==> src/rtl/acc_div_buffered_if.sv <==
// Operand/result channel bundle for acc_div_buffered.
// With ACC_DIV_DZ_FLAG_EN defined the bundle also carries dz_flag.
interface acc_div_buffered_if #(
  parameter int WIDTH = 8
);
  logic             start_data;
  logic [WIDTH-1:0] in_data;
  logic             ready_to_accept;
  logic             receive_data;
  logic [WIDTH-1:0] output_data;
  logic             out_buff_empty;
  logic             out_buff_full;
`ifdef ACC_DIV_DZ_FLAG_EN
  logic             dz_flag;

  modport master (
    output start_data, in_data, receive_data,
    input  ready_to_accept, output_data, out_buff_empty, out_buff_full, dz_flag
  );
  modport slave (
    input  start_data, in_data, receive_data,
    output ready_to_accept, output_data, out_buff_empty, out_buff_full, dz_flag
  );
`else
  modport master (
    output start_data, in_data, receive_data,
    input  ready_to_accept, output_data, out_buff_empty, out_buff_full
  );
  modport slave (
    input  start_data, in_data, receive_data,
    output ready_to_accept, output_data, out_buff_empty, out_buff_full
  );
`endif
endinterface

==> src/rtl/acc_div_buffered.sv <==
// Restoring divide accelerator: takes dividend then divisor, pushes quotient then remainder into an output FIFO.
// Optional feature macro ACC_DIV_DZ_FLAG_EN adds a per-entry divide-by-zero flag.
module acc_div_buffered #(
  parameter int WIDTH     = 8,
  parameter int OUT_DEPTH = 4
) (
  input logic               clk,
  input logic               rst,
  acc_div_buffered_if.slave bus
);
  localparam int PW = (OUT_DEPTH > 2) ? $clog2(OUT_DEPTH) : 1;
  localparam int CW = $clog2(OUT_DEPTH + 1);
  localparam int NW = $clog2(WIDTH);
`ifdef ACC_DIV_DZ_FLAG_EN
  localparam int EW = WIDTH + 1;
`else
  localparam int EW = WIDTH;
`endif
  localparam logic [PW-1:0] PTR_LAST  = PW'(OUT_DEPTH - 1);
  localparam logic [CW-1:0] DEPTH_C   = CW'(OUT_DEPTH);
  localparam logic [CW-1:0] ADMIT_MAX = CW'(OUT_DEPTH - 2);
  localparam logic [NW-1:0] CNT_LAST  = NW'(WIDTH - 1);

  typedef enum logic [2:0] {
    IDLE    = 3'd0,
    GET_DVS = 3'd1,
    CALC    = 3'd2,
    WR_Q    = 3'd3,
    WR_R    = 3'd4
  } state_t;

  state_t           state_r, state_nx_s;
  logic             start_q_r, recv_q_r, arm_r;
  logic             start_ev_s, recv_ev_s;
  logic [WIDTH-1:0] quo_r, rem_r, dvs_r;
  logic [NW-1:0]    cnt_r;
  logic [WIDTH:0]   shifted_s, diff_s;
  logic             ge_s;
  logic [EW-1:0]    mem_r [OUT_DEPTH];
  logic [PW-1:0]    wr_ptr_r, rd_ptr_r, wr_nx_s, rd_nx_s;
  logic [CW-1:0]    count_r, count_nx_s;
  logic             push_s, pop_s, ready_nx_s;
  logic [EW-1:0]    push_data_s, head_nx_s;
  logic [WIDTH-1:0] out_data_r;
  logic             empty_r, full_r, ready_r;
`ifdef ACC_DIV_DZ_FLAG_EN
  logic             dz_r, dz_out_r;
`endif

  function automatic logic [PW-1:0] ptr_inc(input logic [PW-1:0] p);
    if (p == PTR_LAST) ptr_inc = {PW{1'b0}};
    else               ptr_inc = p + PW'(1'b1);
  endfunction

  // arm_r masks a strobe that is already high when reset releases
  assign start_ev_s = bus.start_data   & ~start_q_r & arm_r;
  assign recv_ev_s  = bus.receive_data & ~recv_q_r  & arm_r;

  // The borrow bit of the trial subtraction decides each quotient bit
  assign shifted_s = {rem_r, quo_r[WIDTH-1]};
  assign diff_s    = shifted_s - {1'b0, dvs_r};
  assign ge_s      = ~diff_s[WIDTH];

  // Next-state and FIFO push selection
  always_comb begin
    state_nx_s  = state_r;
    push_s      = 1'b0;
    push_data_s = {EW{1'b0}};
    case (state_r)
      IDLE: begin
        if (start_ev_s && ready_r) state_nx_s = GET_DVS;
        else                       state_nx_s = IDLE;
      end
      GET_DVS: begin
        if (start_ev_s) state_nx_s = CALC;
        else            state_nx_s = GET_DVS;
      end
      CALC: begin
        if (cnt_r == CNT_LAST) state_nx_s = WR_Q;
        else                   state_nx_s = CALC;
      end
      WR_Q: begin
        push_s = 1'b1;
`ifdef ACC_DIV_DZ_FLAG_EN
        push_data_s = {dz_r, quo_r};
`else
        push_data_s = quo_r;
`endif
        state_nx_s = WR_R;
      end
      WR_R: begin
        push_s = 1'b1;
`ifdef ACC_DIV_DZ_FLAG_EN
        push_data_s = {dz_r, rem_r};
`else
        push_data_s = rem_r;
`endif
        state_nx_s = IDLE;
      end
      default: state_nx_s = IDLE;
    endcase
  end

  // FIFO next pointers/count, and the head as seen after this edge
  always_comb begin
    pop_s = recv_ev_s & (count_r != {CW{1'b0}});
    if (pop_s)  rd_nx_s = ptr_inc(rd_ptr_r);
    else        rd_nx_s = rd_ptr_r;
    if (push_s) wr_nx_s = ptr_inc(wr_ptr_r);
    else        wr_nx_s = wr_ptr_r;
    case ({push_s, pop_s})
      2'b10:   count_nx_s = count_r + CW'(1'b1);
      2'b01:   count_nx_s = count_r - CW'(1'b1);
      default: count_nx_s = count_r;
    endcase
    // a word written this edge into the next head slot bypasses the array
    if (push_s && (wr_ptr_r == rd_nx_s)) head_nx_s = push_data_s;
    else                                 head_nx_s = mem_r[rd_nx_s];
    if (((state_nx_s == IDLE) && (count_nx_s <= ADMIT_MAX)) || (state_nx_s == GET_DVS))
      ready_nx_s = 1'b1;
    else
      ready_nx_s = 1'b0;
  end

  // State register and strobe edge history
  always_ff @(posedge clk or posedge rst) begin
    if (rst) begin
      state_r   <= IDLE;
      start_q_r <= 1'b0;
      recv_q_r  <= 1'b0;
      arm_r     <= 1'b0;
    end else begin
      state_r   <= state_nx_s;
      start_q_r <= bus.start_data;
      recv_q_r  <= bus.receive_data;
      arm_r     <= 1'b1;
    end
  end

  // Operand capture and one restoring step per CALC cycle
  always_ff @(posedge clk or posedge rst) begin
    if (rst) begin
      quo_r <= {WIDTH{1'b0}};
      rem_r <= {WIDTH{1'b0}};
      dvs_r <= {WIDTH{1'b0}};
      cnt_r <= {NW{1'b0}};
`ifdef ACC_DIV_DZ_FLAG_EN
      dz_r  <= 1'b0;
`endif
    end else begin
      case (state_r)
        IDLE: begin
          if (start_ev_s && ready_r) quo_r <= bus.in_data;
        end
        GET_DVS: begin
          if (start_ev_s) begin
            dvs_r <= bus.in_data;
            rem_r <= {WIDTH{1'b0}};
            cnt_r <= {NW{1'b0}};
`ifdef ACC_DIV_DZ_FLAG_EN
            dz_r  <= (bus.in_data == {WIDTH{1'b0}});
`endif
          end
        end
        CALC: begin
          quo_r <= {quo_r[WIDTH-2:0], ge_s};
          rem_r <= ge_s ? diff_s[WIDTH-1:0] : shifted_s[WIDTH-1:0];
          cnt_r <= cnt_r + NW'(1'b1);
        end
        default: begin
        end
      endcase
    end
  end

  // FIFO storage; contents are qualified by count, so no reset is needed
  always_ff @(posedge clk) begin
    if (push_s) mem_r[wr_ptr_r] <= push_data_s;
  end

  // FIFO bookkeeping and registered outputs
  always_ff @(posedge clk or posedge rst) begin
    if (rst) begin
      wr_ptr_r   <= {PW{1'b0}};
      rd_ptr_r   <= {PW{1'b0}};
      count_r    <= {CW{1'b0}};
      out_data_r <= {WIDTH{1'b0}};
      empty_r    <= 1'b1;
      full_r     <= 1'b0;
      ready_r    <= 1'b1;
`ifdef ACC_DIV_DZ_FLAG_EN
      dz_out_r   <= 1'b0;
`endif
    end else begin
      wr_ptr_r   <= wr_nx_s;
      rd_ptr_r   <= rd_nx_s;
      count_r    <= count_nx_s;
      out_data_r <= (count_nx_s == {CW{1'b0}}) ? {WIDTH{1'b0}} : head_nx_s[WIDTH-1:0];
      empty_r    <= (count_nx_s == {CW{1'b0}});
      full_r     <= (count_nx_s == DEPTH_C);
      ready_r    <= ready_nx_s;
`ifdef ACC_DIV_DZ_FLAG_EN
      dz_out_r   <= (count_nx_s == {CW{1'b0}}) ? 1'b0 : head_nx_s[WIDTH];
`endif
    end
  end

  assign bus.output_data     = out_data_r;
  assign bus.out_buff_empty  = empty_r;
  assign bus.out_buff_full   = full_r;
  assign bus.ready_to_accept = ready_r;
`ifdef ACC_DIV_DZ_FLAG_EN
  assign bus.dz_flag         = dz_out_r;
`endif
endmodule
==> src/flat_wrapper.sv <==
// flat-port wrapper written by rule: the top's interface ports become plain ports
module acc_div_buffered_flat 
#(
  parameter int WIDTH     = 8,
  parameter int OUT_DEPTH = 4
)
  (clk, rst, bus_start_data, bus_in_data, bus_receive_data, bus_ready_to_accept, bus_output_data, bus_out_buff_empty, bus_out_buff_full);
  acc_div_buffered_if #(.WIDTH(WIDTH)) bus_i ();
  input logic clk;
  input logic rst;
  input wire logic [$bits(bus_i.start_data)-1:0] bus_start_data;
  input wire logic [$bits(bus_i.in_data)-1:0] bus_in_data;
  input wire logic [$bits(bus_i.receive_data)-1:0] bus_receive_data;
  output wire logic [$bits(bus_i.ready_to_accept)-1:0] bus_ready_to_accept;
  output wire logic [$bits(bus_i.output_data)-1:0] bus_output_data;
  output wire logic [$bits(bus_i.out_buff_empty)-1:0] bus_out_buff_empty;
  output wire logic [$bits(bus_i.out_buff_full)-1:0] bus_out_buff_full;
  assign bus_i.start_data = bus_start_data;
  assign bus_i.in_data = bus_in_data;
  assign bus_i.receive_data = bus_receive_data;
  assign bus_ready_to_accept = bus_i.ready_to_accept;
  assign bus_output_data = bus_i.output_data;
  assign bus_out_buff_empty = bus_i.out_buff_empty;
  assign bus_out_buff_full = bus_i.out_buff_full;
  acc_div_buffered #(.WIDTH(WIDTH), .OUT_DEPTH(OUT_DEPTH)) u_core (.clk(clk), .rst(rst), .bus(bus_i));
endmodule
==> config.mk <==
export PLATFORM = sky130hd
export DESIGN_NAME = acc_div_buffered_flat
export DESIGN_NICKNAME = d
export VERILOG_FILES = /design/src/rtl/acc_div_buffered_if.sv /design/src/rtl/acc_div_buffered.sv /design/src/flat_wrapper.sv
export SDC_FILE = /design/constraint.sdc
export NUM_CORES = 1
export LEC_CHECK = 0
export CORE_ASPECT_RATIO = 1.75
export CORE_MARGIN = 2
export CORE_UTILIZATION = 50
export CTS_BUF_LIST = sky130_fd_sc_hd__clkbuf_2
export DETAILED_ROUTE_END_ITERATION = 6
export PLACE_DENSITY = 0.69
export SKIP_CTS_REPAIR_TIMING = 1
export SLEW_MARGIN = 20
export SYNTH_ARGS = -nofsm -noshare
export SYNTH_HDL_FRONTEND = slang
export SYNTH_SLANG_ARGS = --single-unit
==> constraint.sdc <==
create_clock -name clk -period 8.51 [get_ports clk]
set_clock_uncertainty 0.2 [all_clocks]
set_input_delay 0.851 -clock clk [delete_from_list [all_inputs] [get_ports clk]]
set_output_delay 0.851 -clock clk [all_outputs]
set_load 0.01 [all_outputs]
== Word-level counts from Yosys, hierarchy flattened ==
Memories as Yosys holds them, arrays and structs flattened.
Cells that the tools add are included.
Widths: inputs -> output; s select.

* Bits in registers: 51
* Memories: 1
* Memory bits (writable): 32
* Output and inout bits: 11

{| class="wikitable"
|+ Memory list
! name !! depth !! bits a word !! read ports !! clocked after Yosys merged registers in !! wr ports !! RTL line !! RTL
|-
| u_core.mem_r || 4 || 8 || 1 || 0 || 1 || acc_div_buffered.sv:39 || <nowiki>logic [EW-1:0] mem_r [OUT_DEPTH];</nowiki>
|}

* Eq/ne operators: 14
* Bitwise operators: 8
* Add/sub/neg operators: 6
* Reduce and logical (&&, ||, !) cells: 14
* Mux-type cells: 22
* $lt $le $gt $ge: 1

{| class="wikitable"
|+ Operator list
! kind !! number
|-
| $pmux 8 s2 || 3
|-
| $mux 8 || 5
|-
| $pmux 3 s2 || 2
|-
| $pmux 3 s4 || 1
|-
| $eq 3x3->1 const B || 3
|-
| $logic_not 3->1 || 3
|-
| $sub 9x8->9 || 1
|-
| $mux 2 || 4
|-
| $add 3x1->3 const B || 2
|-
| $eq 2x2->1 const B || 3
|-
| $eq 3x1->1 const B || 2
|-
| $eq 3x2->1 const B || 2
|-
| $mux 1 || 6
|-
| $reduce_and 2->1 || 3
|-
| $and 1x1->1 || 5
|-
| $add 2x1->2 const B || 2
|-
| $ne 2x1->1 const B || 2
|-
| $reduce_bool 2->1 || 2
|-
| $le 3x2->1 const B || 1
|-
| $logic_and 1x1->1 || 3
|-
| $mux 3 || 1
|-
| $not 1->1 || 3
|-
| $reduce_bool 3->1 || 1
|-
| $sub 3x1->3 const B || 1
|-
| other kinds (4) || 4
|}

== Longest topological paths before layout ==
Gate-level depths: netlist of run 1.

* Word-level depth: 10
* Mapped depth: 13
* Gate-level depth less buffers: 11

== Worst setup path after synthesis of run 1 ==
Ideal clock, no wire load.

* Path kind: flip-flop to flip-flop
* From: register u_core.state_r[0]
* To: register u_core.out_data_r[0], in the netlist u_core.bus.output_data[0]
* Slack: 5.339 ns
* Cell stages (with the launch flop): 14
* Clock period less this slack: 3.171 ns
* Data arrival time: 2.813 ns
* Required time: 8.152 ns
* Cells stage by stage: dfrtp_1 -> buf_2 -> and3b_1 -> buf_2 -> nor2_2 -> ha_1 -> inv_1 -> fa_1 -> xor2_1 -> nor2_1 -> xnor2_1 -> inv_1 -> nor3_1 -> a21oi_1

* Longest elaborated chain between the ends: 7
* Elaborated cells between the ends (all ways): 12
* Classes of those cells: 4 x eq/ne; 5 x mux; 3 x reduce/logical

{| class="wikitable"
|+ RTL lines
! what !! RTL line !! RTL
|-
| from (decl) || acc_div_buffered.sv:32 || <nowiki>state_t state_r, state_nx_s;</nowiki>
|-
| from (signal assigned) || acc_div_buffered.sv:133 || <nowiki>state_r <= state_nx_s;</nowiki>
|-
| $eq 3x3->1 / $eq 3x2->1 (equally long branches) || acc_div_buffered.sv:69 || <nowiki>case (state_r)</nowiki>
|-
| $reduce_or 2->1 (no line) (*) || -- ||
|-
| $mux 1 (*) || acc_div_buffered.sv:69 ||
|-
| $eq 2x1->1 / $eq 2x2->1 (equally long branches) || acc_div_buffered.sv:111 || <nowiki>case ({push_s, pop_s})</nowiki>
|-
| $pmux 3 s2 (*) || acc_div_buffered.sv:111 ||
|-
| named net u_core.count_nx_s[2] || acc_div_buffered.sv:41 || <nowiki>logic [CW-1:0] count_r, count_nx_s;</nowiki>
|-
| $logic_not 3->1 (*) || acc_div_buffered.sv:198 || <nowiki>out_data_r <= (count_nx_s == {CW{1'b0}}) ? {WIDTH{1'b0}} : head_nx_s[WIDTH-1:0];</nowiki>
|-
| $mux 8 (*) || acc_div_buffered.sv:198 ||
|-
| to (signal assigned) || acc_div_buffered.sv:187 || <nowiki>out_data_r <= {WIDTH{1'b0}};</nowiki>
|-
| to (signal assigned) || acc_div_buffered.sv:198 ||
|-
| to (decl) || acc_div_buffered.sv:44 || <nowiki>logic [WIDTH-1:0] out_data_r;</nowiki>
|}

The timed path passes the listed nets; every way through them passes the cells marked *.
A chain may end at the register's enable or synchronous reset.

== Worst setup path after layout of run 1 ==
* From: register u_core.state_r[0]
* To: register u_core.out_data_r[5], in the netlist u_core.bus.output_data[5]

Same word-level chain as after synthesis.

==> flow_summary.yaml, run 1 <==
layout:
  final_nets: 403
  final_cells: 469
  regArea_mm2: 0.00224
  fin_util_pct: 56.3
  multiInputGateArea_mm2: 0.00161
  layout-drive-gt1-share_pct: 10.6
  syn_to_final_growth_pct: 10.2
  fillCellCount: 694
placed_design:
  place_congestion: 0.801
  io_buffers: 22
  dpl.hpwl_mm: 5.57
  dp.cells: 452
global_route:
  grt_pass1_wl_mm: 12.8
  grt-ovfl-total: 0
  grt_use_total_pct: 19.5
  grt_pass1_vias: 2668
  antenna_found_initial: 1
  grt_max_degree: 52
sta:
  fin_crit_sh_pct: 41.5
  max_freq_mhz: 283
  holdWs_ps: 309
  finalSetupViolCount: 0
  worst_pin_slew_ps: 873
  maxSlewViolCount: 0
  hold_violations: 0
  min_period_ps: 3530
  finalSetupTns_ps: 0
  max_slew_margin_pct: 41.7
  rsz0062_at_grt: "false"
setup_path:
  reg2reg_depth: 11
  worstPathArrival_ps: 3730
  r2r_start: "u_core.state_r[0]$_DFF_PP0_"
  reg2reg_slack_ps: 4980
  crit_family: "simple AND/OR/NAND/NOR gates"
  worstSetupStartpointType: "register"
  worst_path_max_delay_cell: "nor3_2"
  path_buf_inv: 2
  required_ps: 8710
  r2r-end: "u_core.bus.output_data[5]$_DFF_PP0_"
  cp_common_cell: "inv_1"
  cp-end-kind: "register"
  worst_path_largest_cell_delay_ps: 610
  crit_chain: "and3b_1 -> nor2_2 -> ha_1 -> inv_1 -> fa_1 -> xor2_1 -> nor2_1 -> xnor2_1 -> inv_1 -> nor3_2 -> a21oi_1"
  cp_max_fo: 10
  crit_type: "register to register"
synth:
  synth_top_area_share_pct: 30.6
  syn_area_mm2: 0.00401
  synth_fp_nets: 381
  synth_area_leaders: "dfrtp_1, edfxtp_1, ha_1, nand2_1, mux2_2"
  synthArstFlopShare_pct: 61.4
  yosysMostFrequentCell: "dfrtp_1"
  syn_avg_cell_area_um2: 11.4
  yosys_warnings: 0
  yosys.area.top_type: "dfrtp_1"
  synth_seq_cells: 83
  synth-edff-count: 32
  synth_top_cells_by_count: "dfrtp_1, nand2_1, edfxtp_1, inv_1, nor2_1"
  yosys.cell_types.count: 52
  netlist_instances: 351
  synth_seq_area_share_pct: 55.8
  synth_flop_cell: "dfrtp_1"
power_and_ir_drop:
  p_leak_nw: 1.82
  vdd_drop_max_uv: 247
  p_per_area_mw_per_mm2: 366
clock_tree:
  clk_pin_slew_worst_paths_ps: 190
  cts_root_buffer: "clkbuf_2"
  clk_path_buf_depth: 2
  cts_made_buffers: 9
  cts_tree: "yes"
  cts_max_level: 3
  clkSinkCount: 83
  clk_latency_ps: 540
hold_path:
  holdCritStartpoint: "u_core.cnt_r[0]$_DFFE_PP0P_"
  min_path_cells: 1
  holdCritPathClass: "register to register"
  holdPathEnd: "u_core.cnt_r[0]$_DFFE_PP0P_"
die:
  num_io_pins: 23
  die_h_um: 122
  die_w_um: 71.7
  core_mm2: 0.00786
  die_area_mm2: 0.00878
  start_util_pct: 51.1
  fp-row-count: 43
drt:
  viasPerCell: 5.70
  wl_per_cell_um: 16.5
  ant_nets: 0
  drc: 0
  wl_mm: 7.75
  drt_iter0_drc: 143
  firstDrtPassIters: 4
  num_vias: 2675
status:
  outcome: "finished clean"
flow_run:
  cap_violations: 0
==> metal layers <==
| metal | wire length [µm] | track usage (%) |
|---|---|---|
| met5 | 0 | 0 |
| met4 | 172 | 9.08 |
| met3 | 210 | 4.02 |
| met2 | 4300 | 35.9 |
| met1 | 3070 | 21.0 |
==> worst register-to-register path, delay by kind of cell, from the launching register on <==
kind	cells	cell delay [ps]
AO/OA/AOI/OAI	1	100
XOR/XNOR	2	340
adder cells (fa/ha/maj)	2	650
flip-flops	1	520
buffers and inverters	2	180
AND/OR/NAND/NOR	4	1430
==> stage by stage <==
step                      setup slack (ps)  area [µm²]  total power, mW
after global placement                4300        4280             1.38
after floorplan                       5340        4010             1.21
final                                 4980        4420             1.62
after CTS                             4900        4420             1.63
after global routing                  4690        4420             1.75
after detailed placement              4500        4290             1.40
==> how the worst max path moves through the flow <==
| stage | startpoint | slack [ps] | to | depth (start not counted) |
|---|---|---|---|---|
| after floorplan | u_core.state_r[0]$_DFF_PP0_ | 5340 | u_core.bus.output_data[0]$_DFF_PP0_ | 13 |
| after global placement | bus_receive_data | 4300 | u_core.bus.output_data[3]$_DFF_PP0_ | 12 |
| after detailed placement | bus_receive_data | 4500 | u_core.bus.output_data[2]$_DFF_PP0_ | 12 |
| after CTS | u_core.state_r[0]$_DFF_PP0_ | 4900 | u_core.bus.output_data[7]$_DFF_PP0_ | 11 |
| after global routing | u_core.state_r[0]$_DFF_PP0_ | 4690 | u_core.bus.output_data[7]$_DFF_PP0_ | 11 |
| final | u_core.state_r[0]$_DFF_PP0_ | 4980 | u_core.bus.output_data[5]$_DFF_PP0_ | 11 |
==> flip-flops by register name, summed over array words and instances, names as in the netlist <==
| signal | cells |
|---|---|
| u_core.bus.ready_to_accept | 1 |
| u_core.rd_ptr_r | 2 |
| u_core.start_q_r | 1 |
| u_core.wr_ptr_r | 2 |
| u_core.arm_r | 1 |
| u_core.recv_q_r | 1 |
| u_core.bus.output_data | 8 |
| u_core.count_r | 3 |
| u_core.rem_r | 8 |
| u_core.bus.out_buff_empty | 1 |
| u_core.cnt_r | 3 |
| u_core.mem_r | 32 |
| u_core.bus.out_buff_full | 1 |
| u_core.state_r | 3 |
| u_core.quo_r | 8 |
| u_core.dvs_r | 8 |
==> layout by cell type, fill, tap and decap left out, types with 9 or more instances in the layout <==
cell type,count
clkbuf_2,11
nand2_1,45
mux2_2,9
nor2_1,20
and3_1,9
inv_1,20
a211oi_1,9
nor3_1,9
dfrtp_1,49
edfxtp_1,32
nand3_1,10
ha_1,16
a21oi_1,13
clkdlybuf4s50_1,22
==> logic make-up (layout without fill, tap and decap cells) <==
group / after synthesis / count (layout) / synth area share [%]
AOI/OAI and AO/OA: 72 / 72 / 13.0
xor gates and xnor gates: 9 / 9 / 2.15
adders and majority gates: 18 / 18 / 5.99
buffers and inverters: 35 / 62 / 4.18
DFF: 83 / 83 / 55.8
muxes: 15 / 15 / 4.02
other: 1 / 2 / 0.0935
and+or+nand+nor: 118 / 118 / 14.8
==> final cells by class <==
cell class	count	area share [%]
antenna	1	0.0566
clock buffer	11	1.25
clock inverter	5	1.78
inverter	23	2.18
multi-input combinational	233	36.4
sequential	83	50.7
tap	90	2.55
timing repair buffer	23	5.15
==> power by group <==
part / internal, mW / total [mW] / switching (mW) / leakage, nW
sequential: 0.531 / 0.619 / 0.0878 / 0.901
clock: 0.0993 / 0.231 / 0.132 / 0.0859
combinational: 0.354 / 0.766 / 0.413 / 0.836
No activity file was read; power rests on OpenSTA's default activity.
==> inputs of run 2 (changes only) <==
--- a/config.mk
+++ b/config.mk
@@ -10,7 +10,7 @@
 export CORE_UTILIZATION = 50
 export CTS_BUF_LIST = sky130_fd_sc_hd__clkbuf_2
 export DETAILED_ROUTE_END_ITERATION = 6
-export PLACE_DENSITY = 0.69
+export PLACE_DENSITY = 0.71
 export SKIP_CTS_REPAIR_TIMING = 1
 export SLEW_MARGIN = 20
 export SYNTH_ARGS = -nofsm -noshare
==> constraint.sdc (replaced) <==
create_clock -name clk -period 3.1 [get_ports clk]
set_clock_uncertainty 0.2 [all_clocks]
set_input_delay 0.31 -clock clk [delete_from_list [all_inputs] [get_ports clk]]
set_output_delay 0.31 -clock clk [all_outputs]
set_load 0.01 [all_outputs]
==> flow_summary.yaml, run 2 (synthesized netlist as in run 1, its figures left out) <==
status:
  outcome: "finished clean"
hold_path:
  holdCritPathClass: "input port to asynchronous set/reset pin"
setup_path:
  r2r_start: "u_core.quo_r[7]$_DFFE_PP0P_"
  reg2reg_depth: 10
  crit_chain: "inv_1 -> ha_1 -> inv_1 -> fa_1 -> a21oi_1 -> o211ai_1 -> o41ai_2 -> xnor2_2 -> mux2_2 -> o21ai_1"
  cp_common_cell: "inv_1"
  reg2reg_slack_ps: 230
  required_ps: 3380
  worst_path_max_delay_cell: "dfrtp_1"
  r2r-end: "u_core.rem_r[0]$_DFFE_PP0P_"
  cp_max_fo: 8
  worstPathArrival_ps: 3140
  cp-end-kind: "register"
  worst_path_largest_cell_delay_ps: 430
  worstSetupStartpointType: "register"
  crit_type: "register to register"
clock_tree:
  clk_pin_slew_worst_paths_ps: 230
  clk_path_buf_depth: 2
  cts_tree: "yes"
  cts_made_buffers: 9
  cts_root_buffer: "clkbuf_2"
  clkSinkCount: 83
  clk_latency_ps: 540
  cts_max_level: 3
placed_design:
  place_congestion: 0.812
  pre_cts_ws_ps: 138
  dpl.hpwl_mm: 5.91
  io_buffers: 22
drt:
  viasPerCell: 5.65
  drc: 0
  wl_per_cell_um: 16.2
  drt_iter0_drc: 136
  ant_nets: 0
  num_vias: 2718
  wl_mm: 7.81
  firstDrtPassIters: 4
global_route:
  grtUsageMet2_pct: 37.1
  grt_pass1_wl_mm: 13.0
  grt_use_total_pct: 19.6
  grt_pass1_vias: 2727
  grt_max_degree: 52
  grt-ovfl-total: 0
  gr-usage-met1_pct: 20.3
  use_met3_pct: 4.02
  antenna_found_initial: 0
  gr-max-usage-layer: "met2"
die:
  core_mm2: 0.00786
  die_w_um: 71.7
  die_area_mm2: 0.00878
  start_util_pct: 51.1
  die_h_um: 122
  fp-row-count: 43
  num_io_pins: 23
layout:
  multiInputGateArea_mm2: 0.00161
  fin_util_pct: 57.1
  largest_reg_flops: 32
  fillCellCount: 694
  max_flop_register: "u_core.mem_r"
  regArea_mm2: 0.00224
  final_common_cell: "dfrtp_1"
  layout-drive-gt1-share_pct: 12.8
  final_nets: 416
  n_antenna_cell: 0
  syn_to_final_growth_pct: 11.8
  final_cell_mix: "dfrtp_1, nand2_1, edfxtp_1, clkdlybuf4s50_1"
sta:
  fin_crit_sh_pct: 92.4
  max_slew_margin_pct: 44.4
  fin_ws_ps: 234
  hold_violations: 0
  finalSetupTns_ps: 0
  worst_pin_slew_ps: 832
  finalSetupViolCount: 0
  max_freq_mhz: 349
  min_period_ps: 2870
  maxSlewViolCount: 0
  rsz0062_at_grt: "false"
power_and_ir_drop:
  p_leak_nw: 1.85
  vdd_drop_max_uv: 778
  p_per_area_mw_per_mm2: 981
  total_power_mw: 4.40
flow_run:
  cap_violations: 0
[run 2: changes by cell type in the layout (fill, tap and decap cells not counted), moves of 2 or more]
cell           before  now
clkbuf_2           11    9
clkinv_2            2    0
dlygate4sd3_1       0    2
inv_6               0    2
clkinvlp_4          0    3
buf_4               1   12
bufinv_16           2    0
[run 2: power by group]
part           internal [mW]  switching [mW]  leakage, nW
sequential              1.46           0.243        0.901
clock                  0.109           0.382       0.0526
combinational           1.04            1.17        0.898
total                   2.61            1.79         1.85
[run 2: per-stage QoR]
stage	instances	hold WS (ps)	area, µm²
6_report	481	27.5	4490
5_1_grt	481	31.3	4490
4_1_cts	479	-12.0	4470
3_5_place_dp	463	278	4370
3_3_place_gp	463	274	4370
2_1_floorplan	351	141	4020
[run 2: final cells by class]
type | count | share of cell area, %
tap | 90 | 2.51
sequential | 83 | 49.9
inverter | 23 | 2.15
timing repair buffer | 36 | 7.36
multi-input combinational | 233 | 35.9
clock inverter | 7 | 1.17
clock buffer | 9 | 1.00
[run 2: how the worst max path moves through the flow]
| stage | start | endpoint | slack [ps] |
|---|---|---|---|
| final | u_core.quo_r[7]$_DFFE_PP0P_ | u_core.rem_r[0]$_DFFE_PP0P_ | 230 |
| after global placement | bus_receive_data | u_core.bus.output_data[5]$_DFF_PP0_ | 250 |
| after CTS | u_core.state_r[0]$_DFF_PP0_ | u_core.bus.output_data[5]$_DFF_PP0_ | 250 |
| after global routing | u_core.quo_r[7]$_DFFE_PP0P_ | u_core.rem_r[0]$_DFFE_PP0P_ | 2 |
| after floorplan | u_core.state_r[0]$_DFF_PP0_ | u_core.bus.output_data[0]$_DFF_PP0_ | 120 |
| after detailed placement | bus_receive_data | u_core.bus.output_data[1]$_DFF_PP0_ | 140 |
[run 2: layer usage]
layer	wire [µm]	up-vias	share of wire, %
met1	2940	1317	38
met3	204	12	2.6
met5	0	-	0
li1	-	1337	-
met2	4500	52	58
met4	170	0	2.2
[run 2: worst max-delay path: cells and delay by family, from the launching register on]
kind / cells / cell delay (ps)
XOR/XNOR: 1 / 300
multiplexers: 1 / 400
AO/OA/AOI/OAI: 4 / 770
buffers and inverters: 2 / 140
flip-flops: 1 / 430
adder cells (fa/ha/maj): 2 / 570
==> inputs of run 3 (changes only) <==
--- a/config.mk
+++ b/config.mk
@@ -5,12 +5,13 @@
 export SDC_FILE = /design/constraint.sdc
 export NUM_CORES = 1
 export LEC_CHECK = 0
+export CAP_MARGIN = 20
 export CORE_ASPECT_RATIO = 1.75
 export CORE_MARGIN = 2
-export CORE_UTILIZATION = 50
+export CORE_UTILIZATION = 55
 export CTS_BUF_LIST = sky130_fd_sc_hd__clkbuf_2
 export DETAILED_ROUTE_END_ITERATION = 6
-export PLACE_DENSITY = 0.71
+export PLACE_DENSITY = 0.77
 export SKIP_CTS_REPAIR_TIMING = 1
 export SLEW_MARGIN = 20
 export SYNTH_ARGS = -nofsm -noshare
==> flow_summary.yaml, run 3 (synthesized netlist as in run 1, its figures left out) <==
status:
  outcome: "finished clean"
die:
  die_w_um: 68.6
  num_io_pins: 23
  die_area_mm2: 0.00802
  core_mm2: 0.00713
  start_util_pct: 56.3
  die_h_um: 117
  fp-row-count: 41
drt:
  num_vias: 2744
  drt_iter0_drc: 177
  viasPerCell: 5.75
  wl_mm: 7.84
  drc: 0
  ant_nets: 0
  firstDrtPassIters: 4
  wl_per_cell_um: 16.4
global_route:
  grt_pass1_vias: 2773
  grt_pass1_wl_mm: 13.0
  grt-ovfl-total: 0
  antenna_found_initial: 0
  grt_use_total_pct: 22.3
  grt_max_degree: 52
power_and_ir_drop:
  combPwrFrac_pct: 48.9
  clkPwrFrac_pct: 14.9
  p_per_area_mw_per_mm2: 1030
  seq_power_share_pct: 36.2
  p_sw_mw: 1.78
  vdd_drop_max_uv: 809
  p_leak_nw: 1.90
  p_sw_share_pct: 37.8
  p_int_mw: 2.93
layout:
  layout-drive-gt1-share_pct: 13.0
  fillCellCount: 577
  final_cell_mix: "dfrtp_1, nand2_1, edfxtp_1, clkdlybuf4s50_1"
  largest_reg_flops: 32
  final_cell_area_mm2: 0.00455
  fin_util_pct: 63.9
  final_nets: 416
  n_antenna_cell: 0
  syn_to_final_growth_pct: 13.5
  final_common_cell: "dfrtp_1"
  max_flop_register: "u_core.mem_r"
  final_cells: 477
setup_path:
  worstPathArrival_ps: 3060
  worstSetupStartpointType: "register"
  cp_max_fo: 10
  crit_type: "register to register"
  cp-end-kind: "register"
  required_ps: 3330
sta:
  max_freq_mhz: 353
  finalSetupTns_ps: 0
  rsz0062_at_grt: "false"
  finalSetupViolCount: 0
  maxSlewViolCount: 0
  max_slew_margin_pct: 50.4
  fin_crit_sh_pct: 91.3
  holdWs_ps: 35.8
  worst_pin_slew_ps: 742
  hold_violations: 0
  min_period_ps: 2830
clock_tree:
  clk_path_buf_depth: 2
  cts_tree: "yes"
  clkSinkCount: 83
  clk_pin_slew_worst_paths_ps: 210
  cts_made_buffers: 9
  cts_root_buffer: "clkbuf_2"
  cts_max_level: 3
  clk_latency_ps: 530
placed_design:
  place_congestion: 0.855
  dp.cells: 457
  io_buffers: 22
  dpl.hpwl_mm: 5.89
  placed_cell_area_mm2: 0.00435
hold_path:
  holdCritPathClass: "input port to asynchronous set/reset pin"
flow_run:
  cap_violations: 0
run 3: layer usage:
layer / share of wire [%] / track usage, % / up-vias
li1: - / - / 1332
met1: 37 / 24.5 / 1337
met2: 57 / 39.2 / 58
met3: 3.2 / 3.63 / 17
met4: 2.9 / 12.7 / 0
met5: 0 / 0 / -
run 3: critical path, cell delays in order, from the launching register on:
cell and delay, ps:
dfrtp_1 520, and3b_1 230, nor2_2 160, ha_1 220, inv_1 70, fa_1 370
xor2_1 150, nor2_1 110, xnor2_1 170, inv_1 100, nor3_2 170, buf_4 200
a21oi_1 60
run 3: area by class of cell:
| type | count | area, µm² | share of cell area [%] |
|---|---|---|---|
| clock inverter | 5 | 103 | 2.25 |
| multi-input combinational | 233 | 1610 | 35.3 |
| tap | 86 | 108 | 2.36 |
| timing repair buffer | 36 | 343 | 7.53 |
| clock buffer | 11 | 55.1 | 1.21 |
| sequential | 83 | 2240 | 49.2 |
| inverter | 23 | 96.3 | 2.12 |
run 3: path summary, 6_finish.rpt:
| kind | from | endpoint | slack (ps) | cells past startpoint |
|---|---|---|---|---|
| setup / recovery | u_core.state_r[0]$_DFF_PP0_ | u_core.bus.output_data[6]$_DFF_PP0_ | 270 | 12 |
| hold / removal | rst | u_core.wr_ptr_r[1]$_DFFE_PP0P_ | 40 | 3 |
| setup reg to reg | u_core.state_r[0]$_DFF_PP0_ | u_core.bus.output_data[6]$_DFF_PP0_ | 270 | 12 |
| hold reg to reg | u_core.cnt_r[0]$_DFFE_PP0P_ | u_core.cnt_r[0]$_DFFE_PP0P_ | 320 | 1 |
| max in group asynchronous | rst | u_core.bus.output_data[7]$_DFF_PP0_ | 2230 | 3 |
| min in group clk | bus_in_data[0] | u_core.dvs_r[0]$_DFFE_PP0P_ | 150 | 3 |
run 3: power groups by stage:
stage          clock [mW]  sequential, mW  combinational [mW]
2_1_floorplan           0            1.68                1.65
3_3_place_gp            0            1.72                2.09
3_5_place_dp            0            1.73                2.17
4_1_cts             0.716            1.71                2.17
5_1_grt             0.756            1.75                2.53
6_report            0.703            1.71                2.30
run 3: per-stage QoR:
stage	total power, mW	setup WS [ps]
after floorplan	3.33	120
after global placement	3.82	248
after detailed placement	3.90	143
after CTS	4.60	205
after global routing	5.05	21.6
final	4.71	269
